## src/rtl/button_evt_pkg.sv

```systemverilog
// Purpose: shared event encoding and width helpers for the button event decoder.
// Latency: n/a (types and constant functions only).
// Backpressure: n/a.
//
// Contents:
//   evt_type_e : 2-bit event type carried in the top bits of an event code
//   clog2      : ceiling log2 used to size counters and index fields
//   cw         : clog2 clamped to at least 1 bit, for register widths
package button_evt_pkg;

  typedef enum logic [1:0] {
    EVT_NONE    = 2'b00,
    EVT_PRESS   = 2'b01,
    EVT_RELEASE = 2'b10,
    EVT_LONG    = 2'b11
  } evt_type_e;

  function automatic int clog2(input int v);
    int r;
    r = 0;
    for (int i = 0; i < 31; i++) begin
      if ((1 << i) < v) r = i + 1;
    end
    return r;
  endfunction

  function automatic int cw(input int v);
    return (clog2(v) > 0) ? clog2(v) : 1;
  endfunction

endpackage

```

## src/rtl/button_debounce_ch.sv

```systemverilog
// Purpose: one button channel: 2-FF synchroniser, polarity fix, debounce, pulse generation.
// Latency: pin edge to level_o/press_o/release_o = 2 + DEBOUNCE_CYCLES cycles;
//   long_o fires LONG_CYCLES cycles after press_o.
// Backpressure: none; pulses are single-cycle and never wait.
//
// Ports:
//   clk_i, rst_i   clock, async active-high reset
//   pin_i          raw asynchronous button pin
//   level_o        debounced pressed state, 1 = pressed
//   press_o        1-cycle pulse on level rise
//   release_o      1-cycle pulse on level fall
//   long_o         1-cycle pulse once per press after LONG_CYCLES held
module button_debounce_ch
  import button_evt_pkg::*;
#(
  parameter int DEBOUNCE_CYCLES = 1000000,
  parameter int LONG_CYCLES     = 100000000,
  parameter int ACTIVE_LOW      = 0
) (
  input  logic clk_i,
  input  logic rst_i,
  input  logic pin_i,
  output logic level_o,
  output logic press_o,
  output logic release_o,
  output logic long_o
);

  localparam int   DW   = cw(DEBOUNCE_CYCLES);
  localparam int   LW   = cw(LONG_CYCLES);
  localparam logic IDLE = (ACTIVE_LOW != 0);

  logic          meta_q, sync_q;
  logic          pressed;
  logic [DW-1:0] deb_q, deb_d;
  logic [LW-1:0] hold_q, hold_d;
  logic          level_q, level_d;
  logic          press_q, press_d;
  logic          release_q, release_d;
  logic          long_q, long_d;
  logic          done_q, done_d;
  logic          toggle;

  // Synchroniser resets to the idle pin value so reset never looks like a press.
  always_ff @(posedge clk_i or posedge rst_i) begin
    if (rst_i) begin
      meta_q <= IDLE;
      sync_q <= IDLE;
    end else begin
      meta_q <= pin_i;
      sync_q <= meta_q;
    end
  end

  assign pressed = sync_q ^ IDLE;

  always_comb begin
    deb_d     = deb_q;
    level_d   = level_q;
    press_d   = 1'b0;
    release_d = 1'b0;
    hold_d    = hold_q;
    done_d    = done_q;
    long_d    = 1'b0;
    toggle    = 1'b0;

    // Any cycle where the synchronised value agrees with level restarts the count.
    if (pressed == level_q) begin
      deb_d = '0;
    end else if (deb_q == DW'(DEBOUNCE_CYCLES - 1)) begin
      deb_d     = '0;
      level_d   = ~level_q;
      toggle    = 1'b1;
      press_d   = ~level_q;
      release_d = level_q;
    end else begin
      deb_d = deb_q + DW'(1);
    end

    // Hold counter saturates at LONG_CYCLES-1; done_q limits long_o to once per press.
    if (toggle && !level_q) begin
      hold_d = '0;
      done_d = 1'b0;
    end else if (level_q && !toggle) begin
      if (hold_q == LW'(LONG_CYCLES - 1)) begin
        if (!done_q) begin
          long_d = 1'b1;
          done_d = 1'b1;
        end
      end else begin
        hold_d = hold_q + LW'(1);
      end
    end
  end

  always_ff @(posedge clk_i or posedge rst_i) begin
    if (rst_i) begin
      deb_q     <= '0;
      hold_q    <= '0;
      level_q   <= 1'b0;
      press_q   <= 1'b0;
      release_q <= 1'b0;
      long_q    <= 1'b0;
      done_q    <= 1'b0;
    end else begin
      deb_q     <= deb_d;
      hold_q    <= hold_d;
      level_q   <= level_d;
      press_q   <= press_d;
      release_q <= release_d;
      long_q    <= long_d;
      done_q    <= done_d;
    end
  end

  assign level_o   = level_q;
  assign press_o   = press_q;
  assign release_o = release_q;
  assign long_o    = long_q;

endmodule

```

## src/rtl/sync_fifo.sv

```systemverilog
// Purpose: small generic single-clock FIFO, power-of-two depth, pointers wrap naturally.
// Latency: one cycle from push to pop_vld_o; head is visible combinationally.
// Backpressure: push ignored while full (full is registered state, so a pop in the
//   same cycle does not open a slot); head held stable until pop_rdy_i.
//
// Ports:
//   clk_i, rst_i             clock, async active-high reset
//   push_vld_i, push_dat_i   write request and data
//   full_o                   FIFO holds DEPTH entries
//   pop_rdy_i                consumer takes the head entry
//   pop_vld_o, pop_dat_o     FIFO non-empty, head entry (0 when empty)
module sync_fifo
  import button_evt_pkg::*;
#(
  parameter int WIDTH = 8,
  parameter int DEPTH = 4
) (
  input  logic             clk_i,
  input  logic             rst_i,
  input  logic             push_vld_i,
  input  logic [WIDTH-1:0] push_dat_i,
  output logic             full_o,
  input  logic             pop_rdy_i,
  output logic             pop_vld_o,
  output logic [WIDTH-1:0] pop_dat_o
);

  localparam int AW  = cw(DEPTH);
  localparam int CNW = AW + 1;

  logic [WIDTH-1:0] mem_q [DEPTH];
  logic [AW-1:0]    wr_q;
  logic [AW-1:0]    rd_q;
  logic [CNW-1:0]   cnt_q;
  logic             do_push;
  logic             do_pop;

  assign full_o    = (cnt_q == CNW'(DEPTH));
  assign pop_vld_o = (cnt_q != '0);
  assign do_push   = push_vld_i & ~full_o;
  assign do_pop    = pop_rdy_i & pop_vld_o;
  assign pop_dat_o = pop_vld_o ? mem_q[rd_q] : '0;

  always_ff @(posedge clk_i or posedge rst_i) begin
    if (rst_i) begin
      wr_q  <= '0;
      rd_q  <= '0;
      cnt_q <= '0;
      for (int i = 0; i < DEPTH; i++) mem_q[i] <= '0;
    end else begin
      if (do_push) begin
        mem_q[wr_q] <= push_dat_i;
        wr_q        <= wr_q + AW'(1);
      end
      if (do_pop) rd_q <= rd_q + AW'(1);
      cnt_q <= cnt_q + CNW'(do_push) - CNW'(do_pop);
    end
  end

endmodule

```

## src/rtl/button_event_decoder.sv

```systemverilog
// Purpose: debounced button levels/pulses plus an encoded event queue.
// Latency: pin edge to pulse 2+DEBOUNCE_CYCLES; pulse to evt_valid_o 2 further cycles.
// Backpressure: evt_ready_i low holds the head; when the FIFO is full events wait in
//   per-button/per-type pending bits, and a repeat of a waiting event is dropped (sticky overflow).
//
// Ports:
//   clk_i, rst_i      clock, async active-high reset
//   button_i          raw asynchronous pins
//   level_o           debounced pressed state per button
//   press_pulse_o     1-cycle pulse on level rise
//   release_pulse_o   1-cycle pulse on level fall
//   long_pulse_o      1-cycle pulse after LONG_CYCLES of continuous press
//   evt_valid_o       event queue non-empty
//   evt_ready_i       consumer accepts head entry
//   evt_code_o        {type[1:0], button index}
//   evt_overflow_o    sticky, an event was dropped
module button_event_decoder
  import button_evt_pkg::*;
#(
  parameter int N_BUTTONS       = 2,
  parameter int DEBOUNCE_CYCLES = 1000000,
  parameter int LONG_CYCLES     = 100000000,
  parameter int ACTIVE_LOW      = 0,
  parameter int FIFO_DEPTH      = 4
) (
  input  logic                            clk_i,
  input  logic                            rst_i,
  input  logic [N_BUTTONS-1:0]            button_i,
  output logic [N_BUTTONS-1:0]            level_o,
  output logic [N_BUTTONS-1:0]            press_pulse_o,
  output logic [N_BUTTONS-1:0]            release_pulse_o,
  output logic [N_BUTTONS-1:0]            long_pulse_o,
  output logic                            evt_valid_o,
  input  logic                            evt_ready_i,
  output logic [2+clog2(N_BUTTONS)-1:0]   evt_code_o,
  output logic                            evt_overflow_o
);

  localparam int IW     = clog2(N_BUTTONS);
  localparam int CODE_W = 2 + IW;
  localparam int NP     = 3 * N_BUTTONS;

  // Pending bit layout: index 3*b + t, t = 0 press, 1 release, 2 long. Scanning
  // from bit 0 upward gives lowest button first, then press < release < long.
  logic [NP-1:0]     evt_new;
  logic [NP-1:0]     pend_q, pend_d;
  logic [NP-1:0]     grant;
  logic              ovf_q, ovf_d;
  logic              fifo_full;
  logic              push_vld;
  logic [CODE_W-1:0] push_dat;
  logic [1:0]        ty;

  for (genvar b = 0; b < N_BUTTONS; b++) begin : g_ch
    button_debounce_ch #(
      .DEBOUNCE_CYCLES (DEBOUNCE_CYCLES),
      .LONG_CYCLES     (LONG_CYCLES),
      .ACTIVE_LOW      (ACTIVE_LOW)
    ) u_ch (
      .clk_i     (clk_i),
      .rst_i     (rst_i),
      .pin_i     (button_i[b]),
      .level_o   (level_o[b]),
      .press_o   (press_pulse_o[b]),
      .release_o (release_pulse_o[b]),
      .long_o    (long_pulse_o[b])
    );
    assign evt_new[3*b+0] = press_pulse_o[b];
    assign evt_new[3*b+1] = release_pulse_o[b];
    assign evt_new[3*b+2] = long_pulse_o[b];
  end

  // Arbiter works only from registered pending bits and registered full; no bypass.
  always_comb begin
    grant    = '0;
    push_vld = 1'b0;
    push_dat = '0;
    ty       = EVT_NONE;
    if (!fifo_full) begin
      for (int i = 0; i < NP; i++) begin
        if (pend_q[i] && !push_vld) begin
          push_vld = 1'b1;
          grant[i] = 1'b1;
          ty       = (i % 3 == 0) ? EVT_PRESS : ((i % 3 == 1) ? EVT_RELEASE : EVT_LONG);
          push_dat = (CODE_W'(ty) << IW) | CODE_W'(i / 3);
        end
      end
    end
  end

  // A new event whose pending bit is still occupied (and not leaving) is lost.
  always_comb begin
    pend_d = (pend_q & ~grant) | evt_new;
    ovf_d  = ovf_q | (|(evt_new & pend_q & ~grant));
  end

  always_ff @(posedge clk_i or posedge rst_i) begin
    if (rst_i) begin
      pend_q <= '0;
      ovf_q  <= 1'b0;
    end else begin
      pend_q <= pend_d;
      ovf_q  <= ovf_d;
    end
  end

  assign evt_overflow_o = ovf_q;

  sync_fifo #(
    .WIDTH (CODE_W),
    .DEPTH (FIFO_DEPTH)
  ) u_fifo (
    .clk_i      (clk_i),
    .rst_i      (rst_i),
    .push_vld_i (push_vld),
    .push_dat_i (push_dat),
    .full_o     (fifo_full),
    .pop_rdy_i  (evt_ready_i),
    .pop_vld_o  (evt_valid_o),
    .pop_dat_o  (evt_code_o)
  );

endmodule

```

## config.mk

```make
export PLATFORM = sky130hd
export DESIGN_NAME = button_event_decoder
export DESIGN_NICKNAME = d
export VERILOG_FILES = /design/src/rtl/button_evt_pkg.sv /design/src/rtl/button_debounce_ch.sv /design/src/rtl/sync_fifo.sv /design/src/rtl/button_event_decoder.sv
export SDC_FILE = /design/constraint.sdc
export NUM_CORES = 1
export LEC_CHECK = 0
export ABC_CLOCK_PERIOD_IN_PS = 7500
export CAP_MARGIN = 20
export CORE_ASPECT_RATIO = 0.8
export CORE_MARGIN = 4
export CORE_UTILIZATION = 50
export CTS_CLUSTER_DIAMETER = 100
export CTS_CLUSTER_SIZE = 8
export DETAILED_ROUTE_END_ITERATION = 10
export GPL_ROUTABILITY_DRIVEN = 0
export GPL_TIMING_DRIVEN = 0
export PLACE_DENSITY = 0.75
export SLEW_MARGIN = 20
export SYNTH_ARGS = -nofsm -noshare
export SYNTH_HDL_FRONTEND = slang
export SYNTH_SLANG_ARGS = --single-unit
```

## constraint.sdc

```tcl
create_clock -name clk_i -period 7.5 [get_ports clk_i]
set_input_delay 1.125 -clock clk_i [delete_from_list [all_inputs] [get_ports clk_i]]
set_output_delay 1.125 -clock clk_i [all_outputs]
set_load 0.02 [all_outputs]
```

Yosys cells after proc, flatten, opt, wreduce, memory -nomap -nowiden
Index checks and enable logic that the tools add are counted.
{"block": "totals", "ff_bits": 134, "output_inout_bits": 13, "inputBits": 5, "elab_cells": 161}
{"block": "classes", "n_reduce_logical": 31, "magnitude_cmp": 3, "n_eq_ne": 9, "n_addsub": 8, "bitwise": 15, "mux": 68}
{"operator": "27-bit 2-to-1 mux", "count": 6}
{"operator": "20-bit 2-to-1 mux", "count": 4}
{"operator": "27-bit by 1-bit adder with 27-bit output (second input constant)", "count": 2}
{"operator": "27-bit equality test (second input constant)", "count": 2}
{"operator": "1-bit 2-to-1 mux", "count": 43}
{"operator": "20-bit by 1-bit adder with 20-bit output (second input constant)", "count": 2}
{"operator": "20-bit equality test (second input constant)", "count": 2}
{"operator": "3-bit 2-to-1 mux", "count": 10}
{"operator": "6-bit bitwise AND", "count": 3}
{"operator": "12-bit bitwise mux", "count": 1}
{"operator": "2-bit AND reduction", "count": 6}
{"operator": "1-bit logical AND", "count": 10}
{"operator": "1-bit logical NOT", "count": 9}
{"operator": "2-bit nonzero test", "count": 4}
{"operator": "3-bit binary-select mux with 2-bit select", "count": 1}
{"operator": "3-bit demux with 2-bit select", "count": 1}
{"operator": "3-bit greater-or-equal comparator (second input constant)", "count": 2}
{"operator": "6-bit 2-to-1 mux", "count": 1}
{"operator": "2-bit inverter with 3-bit output", "count": 2}
{"operator": "6-bit inverter", "count": 1}
{"operator": "6-bit bitwise OR", "count": 1}
{"operator": "6-bit OR reduction", "count": 1}
{"operator": "1-bit inverter", "count": 5}
{"operator": "2-bit by 1-bit adder with 2-bit output (second input constant)", "count": 2}
{"operator": "10 further kinds", "count": 13}

Longest topological paths before layout
Gate-level depths: netlist (run 1).
{"block": "logic_depth", "depth_word": 26, "mapped_depth": 10, "ltp_nobuf": 9}

Modules after synthesis
Synthesis (run 1) repeated with hierarchy kept, for this count alone.
{"block": "unflattened", "hier_cells": 734, "area_unflattened_um2": 7164.4}
{"mod": "button_debounce_ch (g_ch[0].u_ch)", "cells_each": 316, "seq_area_each_um2": 1351.3, "area_per_inst_um2": 2980.4, "n_inst": 1}
{"mod": "button_debounce_ch (g_ch[1].u_ch)", "cells_each": 306, "seq_area_each_um2": 1351.3, "area_per_inst_um2": 2821.5, "n_inst": 1}
{"mod": "sync_fifo", "cells_each": 70, "seq_area_each_um2": 475.5, "area_per_inst_um2": 955.9, "n_inst": 1}
{"mod": "button_event_decoder", "cells_each": 42, "seq_area_each_um2": 175.2, "area_per_inst_um2": 406.6, "n_inst": 1}

Least setup slack after synthesis (run 1)
No wires, ideal clock.
{"block": "synth_timing", "kind": "input to register", "startpoint": "input port evt_ready_i", "endpoint": "register u_fifo.cnt_q[2]", "path_buffers": 0, "setup_slack_ns": 4.988, "required_ns": 7.377, "cell_stages": 7, "t_arrival_ns": 2.390, "setup_time_ns": 0.123, "cell_sequence": "and2_1 > ha_1 > inv_1 > ha_1 > fa_1 > xor2_1 > xnor2_1"}
{"block": "synth_via", "elab_chain_cells": 2}
{"element": "start: declaration", "line": "button_event_decoder.sv:34", "rtl": "input logic evt_ready_i,"}
{"element": "1-bit bitwise AND", "line": "sync_fifo.sv:41", "rtl": "assign do_pop = pop_rdy_i & pop_vld_o;"}
{"element": "3-bit by 1-bit subtractor with 3-bit output", "line": "sync_fifo.sv:56", "rtl": "cnt_q <= cnt_q + CNW'(do_push) - CNW'(do_pop);"}
{"element": "end signal: assignment", "line": "sync_fifo.sv:56"}
{"element": "end: declaration", "line": "sync_fifo.sv:34", "rtl": "logic [CNW-1:0] cnt_q;"}
No other way between the ends.
A chain may end at the register's enable or synchronous reset.

Worst setup path in the final report (run 1)
{"block": "layout_timing", "startpoint": "register u_fifo.rd_q[0]", "endpoint": "output port evt_code_o[2]"}
{"block": "layout_via", "elab_chain_cells": 5}
{"element": "start: declaration", "line": "sync_fifo.sv:33", "rtl": "logic [AW-1:0] rd_q;"}
{"element": "start signal: assignment", "line": "sync_fifo.sv:55", "rtl": "if (do_pop) rd_q <= rd_q + AW'(1);"}
{"element": "2-bit inverter with 3-bit output (implied by the code)", "line": "sync_fifo.sv:42", "rtl": "assign pop_dat_o = pop_vld_o ? mem_q[rd_q] : '0;"}
{"element": "3-bit binary-select mux with 2-bit select", "line": "sync_fifo.sv:42"}
{"element": "3-bit 2-to-1 mux (implied by the code) (2 in series)", "line": "sync_fifo.sv:42"}
{"element": "3-bit 2-to-1 mux", "line": "sync_fifo.sv:42"}
{"element": "end: declaration", "line": "button_event_decoder.sv:35", "rtl": "output logic [2+clog2(N_BUTTONS)-1:0] evt_code_o,"}
No other way between the ends. The select of a mux whose other input is x is not followed.

==> results_dict.tcl, run 1 <==
set metrics [dict create \
    cp_num_buf_inv 2 \
    r2r_end "g_ch[1].u_ch.hold_q[15]" \
    ir_worst_vdd_mv 0.178 \
    skew_ns 0.00717 \
    routed_wl_microns 14800 \
    numPlacedInstances 928 \
    critPathLaunchType "flop" \
    use_met2_pct 30.8 \
    cts-root-buf "clkbuf_16" \
    synth_async_sr_flop_share_pct 100 \
    syn_to_final_growth_pct 14.5 \
    grtUsageTotal_pct 19.8 \
    finalNetCount 788 \
    slowest_stage "mux4_2" \
    maxSlewViolCount 0 \
    r2r_setup_slack_ns 4.74 \
    clkPwrFrac_pct 48.4 \
    tritoncts "yes" \
    grt_pass1_wl_microns 25500 \
    drive_above_1_share_pct 8.06 \
    synth_top_area_share_pct 49.2 \
    maxSlewHeadroom_pct 53.6 \
    met3_usage_pct 5.37 \
    reg2reg_depth 9 \
    diodes 0 \
    synth_edf_count 0 \
    synth_flop_cell "dfrtp_1" \
    vias_per_cell 5.83 \
    core_area_sq_mm 0.0131 \
    dr.pass1.iters 5 \
    switchingPower_w 0.000367 \
    grt_util_met1_pct 27.0 \
    fmaxAchievable_mhz 295 \
    hp-start "g_ch[0].u_ch.meta_q" \
    hold_viol 0 \
    synth_warnings 0 \
    swShare_pct 22.0 \
    ios 18 \
    cp-startpoint "u_fifo.rd_q[0]" \
    fp-row-count 37 \
    status "completed" \
    cell_internal_pwr_w 0.00130 \
    clock_latency_ns 0.42 \
    p_per_area_mw_per_mm2 213 \
    cts_made_buffers 17 \
    fin_crit_sh_pct 45.2 \
    yosys.area.top_type "dfrtp_1" \
    crit_arrival_ns 2.27 \
    synth-seq-cells 134 \
    min_period_ns 3.39 \
    synth_commonest_cells "dfrtp_1 (134), nor2_1 (95), o21ai_0 (86)" \
    crit_path_end "evt_code_o[2]" \
    die_w_microns 139 \
    syn_nets 751 \
    grt_start_max_net_pins 94 \
    busiest_layer "met2" \
    worst_slew_pin_slew_ns 0.690 \
    leakagePower_nw 3.34 \
    worstSetupPathType "reg2out" \
    synth_cell_type_count 54 \
    start_util_pct 52.1 \
    hold_buffers 0 \
    synth_seq_area_share_pct 49.2 \
    cp_num_cells 4 \
    wl_per_cell_microns 15.5 \
    critPathCaptureType "output port" \
    final_antenna_net_count 0 \
    cp_cell_sequence "clkbuf_1 -> mux4_2 -> and2_1 -> clkdlybuf4s50_1" \
    totalNegativeSetupSlack_ns 0 \
    pre_cts_ws_ns 4.51 \
    cts_resized 0 \
    fillerInstances 1105 \
    setup_violations 0 \
    dp_hpwl_microns 10000 \
    gr-total-overflow 0 \
    antenna_found_initial 0 \
    slowest_delay_ns 0.55 \
    worstHoldPathType "reg2reg" \
    yosysMostFrequentCell "dfrtp_1" \
    final_util_pct 59.6 \
    htreeDepth 4 \
    whs_ns 0.348 \
    syn_area_per_cell_sq_um 9.28 \
    synthesis.instances 735 \
    drc 0 \
    rsz0062_at_grt "false" \
    clkSinkCount 134 \
    r2r-start "g_ch[1].u_ch.hold_q[0]" \
    io_buffers 17 \
    syn_area_sq_mm 0.00682 \
    seq_power_share_pct 45.6 \
    vias 5581 \
    post_cts_buffers 0 \
    cap_violations 0 \
    setup_slack_ns 4.11 \
    p_comb_share_pct 6.1 \
    fin_cells 957 \
    die-area_sq_mm 0.0156 \
    die_height_microns 112 \
    clk_pin_slew_ns 0.05 \
    synthTopCellsByArea "dfrtp_1 (49%), o21ai_0 (6.3%), nor2_1 (5.2%), nand2_1 (3.9%), nand3_1 (3.0%)" \
    path_delay_family "buffers and inverters" \
    cp.required_ns 6.38 \
    grt_pass1_vias 5455 \
    clockBufferDepth 2 \
    path_max_fanout 5 \
    drt-initial-drc-count 625 \
]
[per-stage QoR]
step | area (sq um) | total power (W)
2_1_floorplan | 6820 | 0.000844
6_report | 7810 | 0.00167
3_5_place_dp | 7250 | 0.000876
3_3_place_gp | 7210 | 0.000867
4_1_cts | 7810 | 0.00168
5_1_grt | 7810 | 0.00173
[cell type report]
type	instances	area (sq um)	area share, %
sequential	134	3350	42.9
multi-input combinational	547	3210	41.1
clock buffer	25	495	6.34
tap	175	219	2.80
timing repair buffer	18	198	2.53
buffer	33	176	2.26
inverter	21	86.3	1.11
clock inverter	4	70.1	0.897
[power by group through the flow]
stage               registers [W]  clock network (W)   logic, W
floorplan                0.000767                  0  0.0000767
global placement         0.000772                  0  0.0000949
detailed placement       0.000772                  0   0.000104
CTS                      0.000760           0.000819   0.000104
global route             0.000763           0.000851   0.000116
finish                   0.000760           0.000806   0.000101
[per-layer routing]
metal / up-vias / part of all wire, %
li1: 2679 / -
met1: 2703 / 47
met2: 175 / 46
met3: 24 / 5.7
met4: 0 / 1.5
met5: - / 0
[cell usage in the layout (no fill, tap or decap), types with 19 or more instances in the layout]
master | netlist | final
a21oi_1 | 19 | 19
dfrtp_1 | 134 | 134
nor2_1 | 95 | 95
nand3_1 | 41 | 41
o21ai_0 | 86 | 86
xor2_1 | 23 | 23
clkbuf_1 | 19 | 23
nand4_1 | 24 | 24
inv_1 | 20 | 19
nand2_1 | 70 | 70
[state kept, by name, indices dropped and copies added (netlist names), 3 cells and up]
signal            cells
g_ch.u_ch.deb_q      40
g_ch.u_ch.hold_q     54
pend_q                6
u_fifo.cnt_q          3
u_fifo.mem_q         12
[worst min path at each step]
stage                                       to  slack [ns]  depth (start not counted)
after floorplan           g_ch[0].u_ch.pressed        0.33                          0
after global routing      g_ch[1].u_ch.pressed        0.36                          0
after CTS                 g_ch[0].u_ch.pressed        0.35                          0
after detailed placement  g_ch[0].u_ch.pressed        0.34                          0
after global placement    g_ch[0].u_ch.pressed        0.34                          0
final                     g_ch[0].u_ch.pressed        0.35                          0
[cells by family after synthesis]
kind of cell               after synthesis  synth area share, %
xor gates and xnor gates                40                 5.14
muxes                                   11                 2.31
buffers and inverters                   54                 3.74
adders and majority gates               11                 2.13
AOI/OAI and AO/OA                      150                 12.5
DFF                                    134                 49.2
and+or+nand+nor                        335                 25.0
(Power assumes the default switching activity.)
==> inputs of run 2 (changes only) <==
--- a/config.mk
+++ b/config.mk
@@ -5,7 +5,7 @@
 export SDC_FILE = /design/constraint.sdc
 export NUM_CORES = 1
 export LEC_CHECK = 0
-export ABC_CLOCK_PERIOD_IN_PS = 7500
+export ABC_CLOCK_PERIOD_IN_PS = 3500
 export CAP_MARGIN = 20
 export CORE_ASPECT_RATIO = 0.8
 export CORE_MARGIN = 4
==> constraint.sdc (replaced) <==
create_clock -name clk_i -period 3.5 [get_ports clk_i]
set_input_delay 0.525 -clock clk_i [delete_from_list [all_inputs] [get_ports clk_i]]
set_output_delay 0.525 -clock clk_i [all_outputs]
set_load 0.02 [all_outputs]
==> run 2 against run 1 <==
Effect of this change: via count grew 2.5%; critical path depth stayed put; die area unchanged; worst setup slack got worse by 3.4 ns; clock power is 110% higher; routed wire length increased by 1.7%; sequential share of layout area down 0.41 points; clock skew rose by 0.0040 ns; critical path type unchanged; critical endpoint unchanged; highest routed layer unchanged.
==> results_dict.tcl, run 2 (synthesis gave the netlist of run 1 again) <==
set metrics [dict create \
    maxSlewViolCount 0 \
    final_common_cell "dfrtp_1" \
    dpl_cell_area_sq_mm 0.00731 \
    final_antenna_net_count 0 \
    tritoncts "yes" \
    leakagePower_nw 3.37 \
    maxSlewHeadroom_pct 51.7 \
    worstSetupPathType "reg2out" \
    setup_violations 0 \
    top_register "g_ch.u_ch.hold_q" \
    die_w_microns 139 \
    die_height_microns 112 \
    holdPathEnd "g_ch[0].u_ch.pressed" \
    cts_resized 0 \
    hold_buffers 0 \
    io_buffers 17 \
    setup_slack_ns 0.677 \
    critPathLaunchType "flop" \
    dp_hpwl_microns 10600 \
    skew_ns 0.0112 \
    slowest_stage "mux4_2" \
    min_period_ns 2.82 \
    r2r_end "g_ch[1].u_ch.hold_q[12]" \
    hp-start "g_ch[0].u_ch.meta_q" \
    diodes 0 \
    grt_start_max_net_pins 33 \
    reg_top3 "g_ch.u_ch.hold_q x54, g_ch.u_ch.deb_q x40, u_fifo.mem_q x12" \
    critPathCaptureType "output port" \
    drt-initial-drc-count 449 \
    routed_wl_microns 15100 \
    status "completed" \
    post_cts_buffers 0 \
    cts_made_buffers 17 \
    hold_path_depth 0 \
    wl_per_cell_microns 15.7 \
    start_util_pct 52.1 \
    ios 18 \
    fin_crit_sh_pct 80.7 \
    fmaxAchievable_mhz 354 \
    worst_slew_pin_slew_ns 0.723 \
    clock_latency_ns 0.41 \
    dr.pass1.iters 7 \
    drive_above_1_share_pct 9.01 \
    ir_worst_vdd_mv 0.328 \
    die-area_sq_mm 0.0156 \
    htreeDepth 4 \
    r2r_setup_slack_ns 0.76 \
    cts-root-buf "clkbuf_16" \
    largest_register_ffs 54 \
    antenna_found_initial 0 \
    cp_cell_sequence "clkbuf_1 -> mux4_2 -> and2_1 -> clkdlybuf4s50_1" \
    clkSinkCount 134 \
    slowest_delay_ns 0.56 \
    cap_violations 0 \
    clk_pin_slew_ns 0.05 \
    p_per_area_mw_per_mm2 455 \
    fillerInstances 1091 \
    finalNetCount 791 \
    hold_viol 0 \
    mostFrequentLayoutCells "dfrtp_1 (134), nor2_1 (95), o21ai_0 (86), nand2_1 (70), nand3_1 (41)" \
    vias 5719 \
    fin_cells 963 \
    worstHoldPathType "reg2reg" \
    syn_to_final_growth_pct 15.6 \
    grtUsageTotal_pct 20.4 \
    drc 0 \
    final_util_pct 60.2 \
    vias_per_cell 5.94 \
    core_area_sq_mm 0.0131 \
    fp-row-count 37 \
    gr-total-overflow 0 \
    numPlacedInstances 931 \
    pre_cts_ws_ns 0.871 \
    path_max_fanout 5 \
    fin_area_sq_mm 0.00789 \
    grt_pass1_vias 5548 \
    totalNegativeSetupSlack_ns 0 \
    clockBufferDepth 2 \
    cp.required_ns 2.97 \
    reg2reg_depth 9 \
    crit_arrival_ns 2.30 \
    grt_pass1_wl_microns 26500 \
    r2r-start "g_ch[1].u_ch.hold_q[0]" \
    rsz0062_at_grt "false" \
]
-- run 2: cell types whose count changed in the layout (fill, tap and decap cells not counted), moves of 2 or more --
cell / before / now
clkinv_2: 2 / 7
buf_12: 0 / 2
clkbuf_1: 23 / 21
clkinvlp_4: 0 / 2
-- run 2: final cells by class --
cell class / count / area [sq um] / share of cell area [%]
plain buffers: 33 / 176 / 2.24
clock buffers: 22 / 474 / 6.01
flip-flops and latches: 134 / 3350 / 42.5
repair buffers: 21 / 265 / 3.36
well taps: 175 / 219 / 2.78
multi-input cells: 547 / 3210 / 40.7
clock inverters: 10 / 103 / 1.30
inverters: 21 / 82.6 / 1.05
-- run 2: worst max-delay path: cells and delay by family (launching register included) --
family / cells / cell delay (ns)
buffers and inverters: 2 / 0.83
flip-flops: 1 / 0.32
multiplexers: 1 / 0.56
AND/OR/NAND/NOR: 1 / 0.18
-- run 2: per-layer routing --
metal	GRT usage, %	routed length (microns)	vias up
met5	0	0	-
met4	7.64	290	0
met3	4.17	796	32
li1	-	-	2699
met1	29.1	7140	2790
met2	31.1	6870	198
-- run 2: through the flow --
| stage | hold WS [ns] | power, W |
|---|---|---|
| floorplan | 0.331 | 0.00181 |
| global placement | 0.338 | 0.00186 |
| detailed placement | 0.337 | 0.00189 |
| CTS | 0.349 | 0.00363 |
| global route | 0.357 | 0.00374 |
| finish | 0.348 | 0.00359 |
-- run 2: power by group --
part,switching [W],internal [W],total [W]
Clock,0.000634,0.00110,0.00173
Sequential,0.0000390,0.00159,0.00163
Combinational,0.000136,0.0000940,0.000230
Total,0.000810,0.00278,0.00359
-- run 2: worst max path at each step --
stage                                    to             startpoint  depth (start not counted)  slack [ns]
floorplan                   u_fifo.cnt_q[2]        u_fifo.cnt_q[2]                          8        1.14
global placement            u_fifo.cnt_q[1]                  rst_i                          2        0.16
detailed placement  g_ch[1].u_ch.hold_q[15]  g_ch[1].u_ch.deb_q[0]                          8        0.87
CTS                           evt_code_o[2]         u_fifo.rd_q[0]                          4        0.63
global route        g_ch[0].u_ch.hold_q[13]  g_ch[0].u_ch.deb_q[0]                         10        0.48
finish                        evt_code_o[2]         u_fifo.rd_q[0]                          4        0.68
==> inputs of run 3 (changes only) <==
--- a/config.mk
+++ b/config.mk
@@ -5,7 +5,7 @@
 export SDC_FILE = /design/constraint.sdc
 export NUM_CORES = 1
 export LEC_CHECK = 0
-export ABC_CLOCK_PERIOD_IN_PS = 3500
+export ABC_CLOCK_PERIOD_IN_PS = 2900
 export CAP_MARGIN = 20
 export CORE_ASPECT_RATIO = 0.8
 export CORE_MARGIN = 4
==> constraint.sdc (replaced) <==
create_clock -name clk_i -period 2.9 [get_ports clk_i]
set_input_delay 0.435 -clock clk_i [delete_from_list [all_inputs] [get_ports clk_i]]
set_output_delay 0.435 -clock clk_i [all_outputs]
set_load 0.02 [all_outputs]
==> run 3 against run 2 <==
Effect of this change: clock power is 21% higher; register-to-register slack worse by 0.60 ns; worst hold slack hardly changed; routed wire length rose by 0.30%; sequential cell count is the same; critical path depth up 5; highest routed layer unchanged; first-iteration DRC count is 0.67% higher; largest cell class unchanged.
==> results_dict.tcl, run 3 (synthesis gave the netlist of run 1 again) <==
set metrics [dict create \
    maxSlewHeadroom_pct 51.7 \
    cp_num_buf_inv 2 \
    fin_cells 963 \
    rsz0062_at_grt "false" \
    dp_hpwl_microns 10600 \
    swShare_pct 22.6 \
    cp.required_ns 3.20 \
    numPlacedInstances 931 \
    fp-row-count 37 \
    p_total_w 0.00434 \
    core_area_sq_mm 0.0131 \
    gr-total-overflow 0 \
    cp_cell_sequence "ha_1 -> and3_1 -> clkbuf_1 -> nand3b_1 -> nor3_1 -> nor2_1 -> clkbuf_1 -> a21oi_1 -> o21ai_0" \
    worst_slew_pin_slew_ns 0.724 \
    reg_top3 "g_ch.u_ch.hold_q x54, g_ch.u_ch.deb_q x40, u_fifo.mem_q x12" \
    grt_start_max_net_pins 33 \
    routed_wl_microns 15100 \
    leakagePower_nw 3.38 \
    drc 0 \
    min_period_ns 2.74 \
    clkPwrFrac_pct 48.2 \
    fin_crit_sh_pct 94.5 \
    top_register "g_ch.u_ch.hold_q" \
    finalNetCount 791 \
    clock_latency_ns 0.41 \
    crit_arrival_ns 3.04 \
    grtUsageTotal_pct 20.4 \
    dr.pass1.iters 5 \
    p_per_area_mw_per_mm2 549 \
    clkSinkCount 134 \
    slowest_stage "nor3_1" \
    path_max_fanout 10 \
    drt-initial-drc-count 452 \
    setup_slack_ns 0.158 \
    path_common_cell "clkbuf_1" \
    r2r_setup_slack_ns 0.16 \
    io_buffers 17 \
    p_comb_share_pct 6.4 \
    totalNegativeSetupSlack_ns 0 \
    cell_internal_pwr_w 0.00336 \
    fillerInstances 1089 \
    drive_above_1_share_pct 9.26 \
    clk_pin_slew_ns 0.06 \
    start_util_pct 52.1 \
    die-area_sq_mm 0.0156 \
    cts_resized 0 \
    status "completed" \
    pre_cts_ws_ns 0.271 \
    skew_ns 0.00747 \
    worstHoldPathType "reg2reg" \
    critPathCaptureType "flop" \
    die_height_microns 112 \
    wl_per_cell_microns 15.7 \
    slowest_delay_ns 0.51 \
    clockBufferDepth 2 \
    grt_pass1_vias 5548 \
    critPathLaunchType "flop" \
    cap_violations 0 \
    post_cts_buffers 0 \
    final_antenna_net_count 0 \
    setup_violations 0 \
    syn_to_final_growth_pct 15.8 \
    tritoncts "yes" \
    mostFrequentLayoutCells "dfrtp_1 (134), nor2_1 (95), o21ai_0 (86), nand2_1 (70), nand3_1 (41)" \
    hold_viol 0 \
    antenna_found_initial 0 \
    final_common_cell "dfrtp_1" \
    ir_worst_vdd_mv 0.400 \
    path_delay_family "simple AND/OR/NAND/NOR gates" \
    largest_register_ffs 54 \
    die_w_microns 139 \
    seq_power_share_pct 45.4 \
    fmaxAchievable_mhz 365 \
    vias 5679 \
    maxSlewViolCount 0 \
    switchingPower_w 0.000981 \
    diodes 0 \
    cts-root-buf "clkbuf_16" \
    vias_per_cell 5.90 \
    ios 18 \
    grt_pass1_wl_microns 26500 \
    hold_buffers 0 \
    cts_made_buffers 17 \
    worstSetupPathType "reg2reg" \
    htreeDepth 4 \
]
## run 3: layout make-up
type	count	area [sq um]	share of cell area [%]
Inverter	21	82.6	1.05
Sequential cell	134	3350	42.5
Clock inverter	10	103	1.30
Multi-Input combinational cell	547	3220	40.8
Clock buffer	22	474	6.00
Tap cell	175	219	2.77
Timing Repair Buffer	21	265	3.36
Buffer	33	179	2.27
## run 3: metal layers
layer / global-route usage [%] / up-vias / share of wire, %
met5: 0 / - / 0
met1: 29.1 / 2779 / 47
met2: 31.1 / 182 / 45
li1: - / 2696 / -
met3: 4.17 / 22 / 5.5
met4: 7.64 / 0 / 1.7
## run 3: worst paths after layout
path                                   startpoint                 endpoint  cells after the start
min in group asynchronous                   rst_i   g_ch[1].u_ch.deb_q[18]                      2
hold reg to reg               g_ch[0].u_ch.meta_q     g_ch[0].u_ch.pressed                      0
setup reg to reg           g_ch[1].u_ch.hold_q[0]  g_ch[1].u_ch.hold_q[12]                      9
setup / recovery           g_ch[1].u_ch.hold_q[0]  g_ch[1].u_ch.hold_q[12]                      9
hold / removal                g_ch[0].u_ch.meta_q     g_ch[0].u_ch.pressed                      0
max in group asynchronous                   rst_i          u_fifo.mem_q[8]                      4
## run 3: power by group through the flow
stage	logic [W]	clock network (W)	registers (W)
2_1_floorplan	0.000199	0	0.00198
3_3_place_gp	0.000247	0	0.00200
3_5_place_dp	0.000283	0	0.00200
4_1_cts	0.000287	0.00213	0.00197
5_1_grt	0.000320	0.00222	0.00198
6_report	0.000278	0.00209	0.00197
## run 3: metrics by stage
stage | area [sq um] | hold WS [ns] | utilization [%]
after floorplan | 6830 | 0.331 | -
after global placement | 7210 | 0.338 | 55.1
final | 7900 | 0.348 | 60.3
after CTS | 7890 | 0.349 | 60.2
after global routing | 7900 | 0.357 | 60.3
after detailed placement | 7310 | 0.337 | 55.8
